## config.mk

```make
export PLATFORM = sky130hd
export DESIGN_NAME = ex_wb_stage_flat
export DESIGN_NICKNAME = d
export VERILOG_FILES = /design/src/rtl/ex_wb_stage_if.sv /design/src/rtl/ex_wb_stage.sv /design/src/flat_wrapper.sv
export SDC_FILE = /design/constraint.sdc
export NUM_CORES = 1
export LEC_CHECK = 0
export ABC_AREA = 1
export ABC_CLOCK_PERIOD_IN_PS = 11200
export CORE_MARGIN = 4
export CORE_UTILIZATION = 45
export CTS_BUF_LIST = sky130_fd_sc_hd__clkbuf_2
export CTS_CLUSTER_SIZE = 30
export DETAILED_ROUTE_END_ITERATION = 16
export PLACE_DENSITY = 0.82
export SYNTH_ARGS = -nofsm -noshare
export SYNTH_HDL_FRONTEND = slang
export SYNTH_SLANG_ARGS = --single-unit
export TNS_END_PERCENT = 30
```

## constraint.sdc

```tcl
create_clock -name Clk -period 11.2 [get_ports Clk]
set_clock_uncertainty 0.2 [all_clocks]
set_input_delay 1.12 -clock Clk [delete_from_list [all_inputs] [get_ports Clk]]
set_output_delay 1.12 -clock Clk [all_outputs]
set_load 0.05 [all_outputs]
```

## src/rtl/ex_wb_stage_if.sv

```systemverilog
// ex_wb_stage_if: bus between the ID/EX pipeline register, the execute stage
// and the register-file write port.
//   master: drives the ID/EX fields and Flush, observes the EX/WB outputs.
//   slave : the execute stage (consumes ID/EX, produces EX/WB and Fwd_Sel).
// Optional macro EX_WB_FLAGS_EN adds EX_WB_Zero / EX_WB_Carry.
interface ex_wb_stage_if #(
  parameter int DATA_W = 8,
  parameter int REG_W  = 3
);
  logic              ID_EX_RegWrite;
  logic              ID_EX_ALUSrc;
  logic [1:0]        ID_EX_ALUOp;
  logic [DATA_W-1:0] ID_EX_Read_Data;
  logic [DATA_W-1:0] ID_EX_Imm_Data;
  logic [REG_W-1:0]  ID_EX_Read_Reg_Num;
  logic [REG_W-1:0]  ID_EX_Write_Reg_Num;
  logic              Flush;
  logic              EX_WB_RegWrite;
  logic [DATA_W-1:0] EX_WB_Write_Data;
  logic [REG_W-1:0]  EX_WB_Write_Reg_Num;
  logic [1:0]        Fwd_Sel;
`ifdef EX_WB_FLAGS_EN
  logic              EX_WB_Zero;
  logic              EX_WB_Carry;
`endif

  modport master (
    output ID_EX_RegWrite, ID_EX_ALUSrc, ID_EX_ALUOp, ID_EX_Read_Data,
           ID_EX_Imm_Data, ID_EX_Read_Reg_Num, ID_EX_Write_Reg_Num, Flush,
    input
`ifdef EX_WB_FLAGS_EN
           EX_WB_Zero, EX_WB_Carry,
`endif
           EX_WB_RegWrite, EX_WB_Write_Data, EX_WB_Write_Reg_Num, Fwd_Sel
  );

  modport slave (
    input  ID_EX_RegWrite, ID_EX_ALUSrc, ID_EX_ALUOp, ID_EX_Read_Data,
           ID_EX_Imm_Data, ID_EX_Read_Reg_Num, ID_EX_Write_Reg_Num, Flush,
    output
`ifdef EX_WB_FLAGS_EN
           EX_WB_Zero, EX_WB_Carry,
`endif
           EX_WB_RegWrite, EX_WB_Write_Data, EX_WB_Write_Reg_Num, Fwd_Sel
  );
endinterface

```

## src/rtl/ex_wb_stage.sv

```systemverilog
// ex_wb_stage: execute stage plus EX/WB pipeline register of the 8-register
// pipelined core. Forwards operand A from the EX/WB register (newest) or the
// WB-hold register (one older), runs a 2-bit ALU and registers the result,
// destination and RegWrite toward the register-file write port.
// Ports:
//   Clk   - rising-edge clock
//   Reset - asynchronous, active-low reset of all state
//   bus   - ex_wb_stage_if.slave: ID/EX fields + Flush in; EX/WB fields and
//           combinational Fwd_Sel (00 none, 01 EX/WB, 10 WB-hold) out
// Optional macro EX_WB_FLAGS_EN: registered Zero/Carry flags.
module ex_wb_stage #(
  parameter int DATA_W = 8,
  parameter int REG_W  = 3
) (
  input  logic          Clk,
  input  logic          Reset,
  ex_wb_stage_if.slave  bus
);

  logic              hold_reg_write;
  logic [REG_W-1:0]  hold_reg_num;
  logic [DATA_W-1:0] hold_data;

  logic [DATA_W-1:0] op_a;
  logic [DATA_W-1:0] op_b;
  logic [DATA_W-1:0] result;
  logic [1:0]        fwd_sel;

  // EX/WB holds the newer value, so it is checked first.
  always_comb begin
    op_a    = bus.ID_EX_Read_Data;
    fwd_sel = 2'b00;
    if (bus.EX_WB_RegWrite && (bus.EX_WB_Write_Reg_Num == bus.ID_EX_Read_Reg_Num)) begin
      op_a    = bus.EX_WB_Write_Data;
      fwd_sel = 2'b01;
    end else if (hold_reg_write && (hold_reg_num == bus.ID_EX_Read_Reg_Num)) begin
      op_a    = hold_data;
      fwd_sel = 2'b10;
    end
  end

  assign bus.Fwd_Sel = fwd_sel;
  assign op_b        = bus.ID_EX_ALUSrc ? bus.ID_EX_Imm_Data : op_a;

  always_comb begin
    result = op_b;
    unique case (bus.ID_EX_ALUOp)
      2'b00:   result = op_b;
      2'b01:   result = op_a + op_b;
      2'b10:   result = op_a - op_b;
      default: result = op_a & op_b;
    endcase
  end

`ifdef EX_WB_FLAGS_EN
  logic carry;

  // Add carries out exactly when the wrapped sum is below an addend.
  always_comb begin
    carry = 1'b0;
    unique case (bus.ID_EX_ALUOp)
      2'b01:   carry = (result < op_a);
      2'b10:   carry = (op_a < op_b);
      default: carry = 1'b0;
    endcase
  end

  always_ff @(posedge Clk or negedge Reset) begin
    if (!Reset) begin
      bus.EX_WB_Zero  <= 1'b0;
      bus.EX_WB_Carry <= 1'b0;
    end else if (bus.Flush) begin
      bus.EX_WB_Zero  <= 1'b0;
      bus.EX_WB_Carry <= 1'b0;
    end else begin
      bus.EX_WB_Zero  <= (result == '0);
      bus.EX_WB_Carry <= carry;
    end
  end
`endif

  always_ff @(posedge Clk or negedge Reset) begin
    if (!Reset) begin
      bus.EX_WB_RegWrite      <= 1'b0;
      bus.EX_WB_Write_Data    <= '0;
      bus.EX_WB_Write_Reg_Num <= '0;
    end else if (bus.Flush) begin
      bus.EX_WB_RegWrite      <= 1'b0;
      bus.EX_WB_Write_Data    <= '0;
      bus.EX_WB_Write_Reg_Num <= '0;
    end else begin
      bus.EX_WB_RegWrite      <= bus.ID_EX_RegWrite;
      bus.EX_WB_Write_Data    <= result;
      bus.EX_WB_Write_Reg_Num <= bus.ID_EX_Write_Reg_Num;
    end
  end

  // Covers the cycle in which the register file is being written while the
  // consumer's ID-stage read still returned the stale value. Flush does not
  // affect this capture.
  always_ff @(posedge Clk or negedge Reset) begin
    if (!Reset) begin
      hold_reg_write <= 1'b0;
      hold_reg_num   <= '0;
      hold_data      <= '0;
    end else begin
      hold_reg_write <= bus.EX_WB_RegWrite;
      hold_reg_num   <= bus.EX_WB_Write_Reg_Num;
      hold_data      <= bus.EX_WB_Write_Data;
    end
  end

endmodule
```

## src/flat_wrapper.sv

```systemverilog
// flat-port wrapper written by rule: the top's interface ports become plain ports
module ex_wb_stage_flat 
#(
  parameter int DATA_W = 8,
  parameter int REG_W  = 3
)
  (Clk, Reset, bus_ID_EX_RegWrite, bus_ID_EX_ALUSrc, bus_ID_EX_ALUOp, bus_ID_EX_Read_Data, bus_ID_EX_Imm_Data, bus_ID_EX_Read_Reg_Num, bus_ID_EX_Write_Reg_Num, bus_Flush, bus_EX_WB_RegWrite, bus_EX_WB_Write_Data, bus_EX_WB_Write_Reg_Num, bus_Fwd_Sel);
  ex_wb_stage_if #(.DATA_W(DATA_W), .REG_W(REG_W)) bus_i ();
  input  logic Clk;
  input  logic Reset;
  input wire logic [$bits(bus_i.ID_EX_RegWrite)-1:0] bus_ID_EX_RegWrite;
  input wire logic [$bits(bus_i.ID_EX_ALUSrc)-1:0] bus_ID_EX_ALUSrc;
  input wire logic [$bits(bus_i.ID_EX_ALUOp)-1:0] bus_ID_EX_ALUOp;
  input wire logic [$bits(bus_i.ID_EX_Read_Data)-1:0] bus_ID_EX_Read_Data;
  input wire logic [$bits(bus_i.ID_EX_Imm_Data)-1:0] bus_ID_EX_Imm_Data;
  input wire logic [$bits(bus_i.ID_EX_Read_Reg_Num)-1:0] bus_ID_EX_Read_Reg_Num;
  input wire logic [$bits(bus_i.ID_EX_Write_Reg_Num)-1:0] bus_ID_EX_Write_Reg_Num;
  input wire logic [$bits(bus_i.Flush)-1:0] bus_Flush;
  output wire logic [$bits(bus_i.EX_WB_RegWrite)-1:0] bus_EX_WB_RegWrite;
  output wire logic [$bits(bus_i.EX_WB_Write_Data)-1:0] bus_EX_WB_Write_Data;
  output wire logic [$bits(bus_i.EX_WB_Write_Reg_Num)-1:0] bus_EX_WB_Write_Reg_Num;
  output wire logic [$bits(bus_i.Fwd_Sel)-1:0] bus_Fwd_Sel;
  assign bus_i.ID_EX_RegWrite = bus_ID_EX_RegWrite;
  assign bus_i.ID_EX_ALUSrc = bus_ID_EX_ALUSrc;
  assign bus_i.ID_EX_ALUOp = bus_ID_EX_ALUOp;
  assign bus_i.ID_EX_Read_Data = bus_ID_EX_Read_Data;
  assign bus_i.ID_EX_Imm_Data = bus_ID_EX_Imm_Data;
  assign bus_i.ID_EX_Read_Reg_Num = bus_ID_EX_Read_Reg_Num;
  assign bus_i.ID_EX_Write_Reg_Num = bus_ID_EX_Write_Reg_Num;
  assign bus_i.Flush = bus_Flush;
  assign bus_EX_WB_RegWrite = bus_i.EX_WB_RegWrite;
  assign bus_EX_WB_Write_Data = bus_i.EX_WB_Write_Data;
  assign bus_EX_WB_Write_Reg_Num = bus_i.EX_WB_Write_Reg_Num;
  assign bus_Fwd_Sel = bus_i.Fwd_Sel;
  ex_wb_stage #(.DATA_W(DATA_W), .REG_W(REG_W)) u_core (.Clk(Clk), .Reset(Reset), .bus(bus_i));
endmodule
```

# --- Yosys cells after proc, flatten, opt, wreduce, memory -nomap -nowiden ---
# Index checks and enable logic that the tools add are counted.
word_totals:
  register_bits: 24
  latchBits: 0
  mem_bits_rw: 0
  rom_bits: 0
  inputBits: 29
  out_inout_bits: 14
  wordCells: 25
  mem_count: 0
classes:
  n_addsub: 2
  mul: 0
  div: 0
  magnitude_cmp: 0
  n_eq_ne: 4
  shifts: 0
  muxes: 9
  n_bitwise: 1
  reduce_logical: 3
ops:
  columns: ["cell", "n"]
  rows:
  - ["8-bit 2-to-1 mux", 4]
  - ["8-bit case mux with 3 select lines", 1]
  - ["8-bit adder", 1]
  - ["8-bit AND", 1]
  - ["8-bit subtractor", 1]
  - ["3-bit == test", 2]
  - ["2-bit 2-to-1 mux", 2]
  - ["3-bit 2-to-1 mux", 1]
  - ["2-bit by 1-bit == test with 1-bit output, second input constant", 1]
  - ["2-bit == test, second input constant", 1]
  - ["1-bit logical AND", 2]
  - ["2-bit zero test", 1]
  - ["1-bit 2-to-1 mux", 1]

# --- Longest topological paths before layout ---
depth:
  word_depth: 8
  ltp_mapped: 30
  ltp_nobuf: 30

# --- Worst setup path after synthesis ---
# Ideal clock, no wire load.
synth_timing:
  kind: "input to register"
  from: "input port bus_ID_EX_Read_Reg_Num[0]"
  to: "register u_core.bus.EX_WB_Write_Data[6] (netlist name)"
  setup_ns: 0.120
  arrival_ns: 4.146
  required_time_ns: 10.880
  slack_ns: 6.734
  stages: 26
  path_cell_list: "inv_2 -> o21ai_1 -> nor2_1 -> nand2_4 -> inv_6 -> nand2_1 -> nand3_2 -> nand2_4 -> ha_1 -> or2_2 -> o21ai_0 -> inv_1 -> fa_1 -> nor2_1 -> o21ai_0 -> nand2_1 -> inv_1 -> nor2_1 -> nor2_1 -> inv_1 -> a21oi_1 -> or2_2 -> nand3_1 -> o21ai_0 -> o21ai_0 -> inv_1"
synth_via:
  elab_chain_cells: 8
  word_cells_on_any_way: 12
  classes_between: "add/sub (2); eq/ne (2); mux (5); bitwise (1); reduce/logical (2)"
synth_rtl:
  columns: ["item", "line_no", "rtl"]
  rows:
  - ["start, declared", "flat_wrapper.sv:16", "input wire logic [$bits(bus_i.ID_EX_Read_Reg_Num)-1:0] bus_ID_EX_Read_Reg_Num;"]
  - ["3-bit == test", "ex_wb_stage.sv:36", "end else if (hold_reg_write && (hold_reg_num == bus.ID_EX_Read_Reg_Num)) begin"]
  - ["1-bit logical AND", "ex_wb_stage.sv:36", null]
  - ["8-bit 2-to-1 mux", "ex_wb_stage.sv:36", null]
  - ["8-bit 2-to-1 mux *", "ex_wb_stage.sv:33", "if (bus.EX_WB_RegWrite && (bus.EX_WB_Write_Reg_Num == bus.ID_EX_Read_Reg_Num)) begin"]
  - ["8-bit 2-to-1 mux", "ex_wb_stage.sv:43", "assign op_b = bus.ID_EX_ALUSrc ? bus.ID_EX_Imm_Data : op_a;"]
  - ["8-bit subtractor, or another cell as far along", "ex_wb_stage.sv:50", "2'b10: result = op_a - op_b;"]
  - ["8-bit case mux with 3 select lines *", "ex_wb_stage.sv:47", "unique case (bus.ID_EX_ALUOp)"]
  - ["8-bit 2-to-1 mux *", "ex_wb_stage.sv:87", "end else if (bus.Flush) begin"]
  - ["end signal, assigned", "ex_wb_stage.sv:93", "bus.EX_WB_Write_Data <= result;"]
  - ["end, declared", "ex_wb_stage_if.sv:44", "EX_WB_RegWrite, EX_WB_Write_Data, EX_WB_Write_Reg_Num, Fwd_Sel"]
# Every way passes the cells marked *; elsewhere a longest branch is shown, timed or not.

# --- Worst setup path after layout ---
layout_timing:
  from: "input port bus_ID_EX_Read_Reg_Num[1]"
  to: "register u_core.bus.EX_WB_Write_Data[6] (netlist name)"
# The elaborated chain is that of the path after synthesis.

==> metrics.csv <==
stage,metric,value,unit
sta,RSZ-0062 raised after global routing,no,
power_and_ir_drop,Max IR drop VDD,0.04244,mV
synth,Post-Syn Instances,275,
sta,period utilization,0.4286,
synth,average size of a mapped cell,7.216,um^2
worst_setup_path,arrival time worst endpoint,4.86,ns
finish,Post-Layout Inst Area,2467,um^2
grt,vias in the first global route,1790,
status,outcome,"complete, no violations",
sta,measured slew at the worst slew-check pin,1.042,ns
cts,Post-CTS Setup Inserts,0,
floorplan,die width,74.41,um
cts,clk sink count,24,
floorplan,Initial Util,0.4789,
cts,cts hold-fix bufs,0,
run,max_cap viols,0,
synth,Post-synth top flop,dfrtp_1,
synth,Synth top area share,0.3026,
detailed_routing,Routed WL per cell,12.35,um
worst_setup_path,Setup crit start kind,input pin,
floorplan,Core Box Area,4144,um^2
worst_setup_path,reg2reg path depth,26,
synth,Mapped Area,1984,um^2
synth,Area contributors post-synth,"dfrtp_1, nand2_1, inv_1, ha_1, nand3_1",
worst_setup_path,CP required,11.26,ns
floorplan,die area,5536,um^2
cts,Post-CTS Resized,0,
cts,CTS tree,built,
cts,"Reg clk slew, reported paths",0.21,ns
cts,Inserted Clock Buffers,3,
detailed_routing,Vias/cell,5.030,
floorplan,Die Y,74.41,um
synth,post-synthesis adder-cell area fraction,0.07314,
synth,register bit total from synthesis,24,
sta,fmax,208.3,MHz
synth,simple-gate share of the synthesized area,0.3695,
power_and_ir_drop,leak pwr,1.293,nW
placed_design,Placed Area,2449,um^2
sta,Pins Over Slew Limit,0,
synth,post-synthesis mux area share,0,
cts,Skew-Pair Late Insertion Delay,0.33,ns
synth,sequential element share of the synthesized area,0.3026,
grt,total track usage,0.1810,
detailed_routing,final WL,4546,um
synth,Post-synth EDFFs,0,
finish,Layout area overhead,24.34,%
floorplan,number of placed I/O pins,43,
hold_path,Min-Delay Path Class,reg2reg,
cts,H-tree Lvls,1,
placed_design,routability cong.,0.8808,
synth,Synth Area in XOR/XNOR,0.01765,
sta,"Min Clock Period, post-route",4.800,ns
grt,first-pass GRT wire length,7969,um
grt,grt ovf,0,
cts,CTS root buf,clkbuf_2,
worst_setup_path,Crit Path Max Fanout,9,
placed_design,DP HPWL,3748,um
synth,largest family of logic cells by synthesized area,simple AND/OR/NAND/NOR gates,
detailed_routing,Remaining DRCs,0,
placed_design,port buffer count,42,
power_and_ir_drop,pwr dens,102.5,nW/um^2
detailed_routing,routed vias,1851,
synth,syn_nets,315,
floorplan,Core Rows,23,
detailed_routing,number of DRC markers in iteration 0,101,
synth,Ys Warns,0,
grt,largest net degree at the start of global routing,25,
detailed_routing,1st-pass router iterations,4,
synth,leading area contributor after synthesis,dfrtp_1,
finish,ANT cells,0,
finish,Final nets,359,
synth,async set-reset flop share out of synthesis,1.000,
sta,final hold slack,0.2319,ns
worst_setup_path,Setup CP Type,in2reg,
synth,unique cell type count in the Yosys netlist,37,
hold_path,Hold Path Depth,0,
sta,# setup viols final,0,
grt,initial antenna violation count,0,
sta,Slew headroom,0.3029,
synth,compound-cell area share of the yosys netlist,0.1267,
finish,share of layout cells above drive strength 1,0.1478,
sta,Final Hold Fails,0,
worst_setup_path,CP endpoint kind,register,
cts,Longest Clk Path Bufs,2,
sta,setup TNS,0,ns
detailed_routing,Final ANT Viol Nets,0,
worst max-delay path, cell delays in order:
cell and delay, ns:
clkdlybuf4s50_1 0.52, inv_1 0.08, nand2_2 0.08, nand2_4 0.07, nor2_8 0.15, nand2_4 0.10
nand2_1 0.09, nand3_2 0.09, nand3_2 0.09, nand2_2 0.08, ha_1 0.27, or2_2 0.29
o21ai_0 0.11, inv_1 0.09, fa_1 0.43, nor2_1 0.11, o21ai_0 0.08, nand2_1 0.08
inv_1 0.06, nor2_1 0.08, nor2_1 0.04, inv_1 0.04, a21oi_1 0.06, or2_2 0.27
nand3_1 0.07, o21ai_0 0.08, o21ai_0 0.17, inv_1 0.06
registers in the layout, indices dropped and copies added, names as in the netlist:
register	count
u_core.bus.EX_WB_Write_Data	8
u_core.hold_data	8
u_core.bus.EX_WB_Write_Reg_Num	3
u_core.hold_reg_num	3
u_core.bus.EX_WB_RegWrite	1
u_core.hold_reg_write	1
cell usage in the layout, fill, tap and decap left out, drive strengths merged:
cell type and count:
fa 1, a221oi 1, nor3 2, xnor2 2, o211ai 1, nand3b 3
o22ai 1, xor2 2, clkinv 1, or2 8, dfrtp 24, a21boi 1
clkdlybuf4s50 42, o31a 2, o2bb2ai 1, a211oi 1, nand2 77, nand3 26
o21ai 19, nor2 20, nand4 2, a31oi 1, a21oi 15, clkbuf 3
ha 10, inv 52
cell type report:
class                      instances  area [um^2]
clock inverter                     1        3.754
multi-input combinational        196         1165
timing repair buffer              42        420.4
sequential                        24        600.6
fill                             370         1677
tap                               50        62.56
clock buffer                       3        15.01
inverter                          52        200.2
per-stage QoR:
stage | power [mW] | utilization | instances | setup WS (ns)
after CTS | 0.2543 | 0.5954 | 368 | 6.427
after detailed placement | 0.2209 | 0.5909 | 364 | 6.041
final | 0.2529 | 0.5954 | 368 | 6.400
after global placement | 0.2181 | 0.5909 | 364 | 6.173
after floorplan | 0.1842 | - | 275 | 6.734
after global routing | 0.2733 | 0.5954 | 368 | 5.933
power by group:
group	internal [mW]	switching, mW	total, mW
combinational	0.0465	0.0732	0.120
sequential	0.0952	0.00508	0.100
clock	0.00776	0.0251	0.0329
logic make-up after synthesis:
logic type               after synthesis
AND/OR/NAND/NOR                      138
buffers and inverters                 55
AO/OA/AOI/OAI                         43
flip-flops                            24
adder cells (fa/ha/maj)               11
XOR/XNOR                               4
cells in the mapped netlist (3+ instances only):
| library cell | number |
|---|---|
| nand2_4 | 4 |
| a21oi_1 | 13 |
| inv_2 | 3 |
| nand2_1 | 60 |
| nor2_1 | 15 |
| dfrtp_1 | 24 |
| nand3_2 | 7 |
| o21ai_1 | 4 |
| inv_1 | 48 |
| or2_2 | 7 |
| nand2_2 | 13 |
| nand3_1 | 19 |
| nand3b_1 | 3 |
| nor2_2 | 3 |
| ha_1 | 10 |
| o21ai_0 | 14 |
worst paths after layout:
check | startpoint | slack, ns | endpoint
hold / removal | u_core.bus.EX_WB_Write_Data[5] | 0.23 | u_core.hold_data[5]
setup / recovery | bus_ID_EX_Read_Reg_Num[1] | 6.40 | u_core.bus.EX_WB_Write_Data[6]
hold reg to reg | u_core.bus.EX_WB_Write_Data[5] | 0.23 | u_core.hold_data[5]
max in group asynchronous | Reset | 9.07 | u_core.bus.EX_WB_Write_Data[0]
setup reg to reg | u_core.bus.EX_WB_Write_Reg_Num[1] | 7.22 | u_core.bus.EX_WB_Write_Data[6]
min in group asynchronous | Reset | 1.12 | u_core.hold_reg_num[2]
per-layer routing:
metal	vias to the layer above	track usage	part of all wire
li1	959	-	-
met4	0	0.05731	0.010
met5	-	0	0
met1	845	0.2533	0.47
met2	43	0.2995	0.47
met3	4	0.01081	0.051
(Power assumes the default switching activity.)
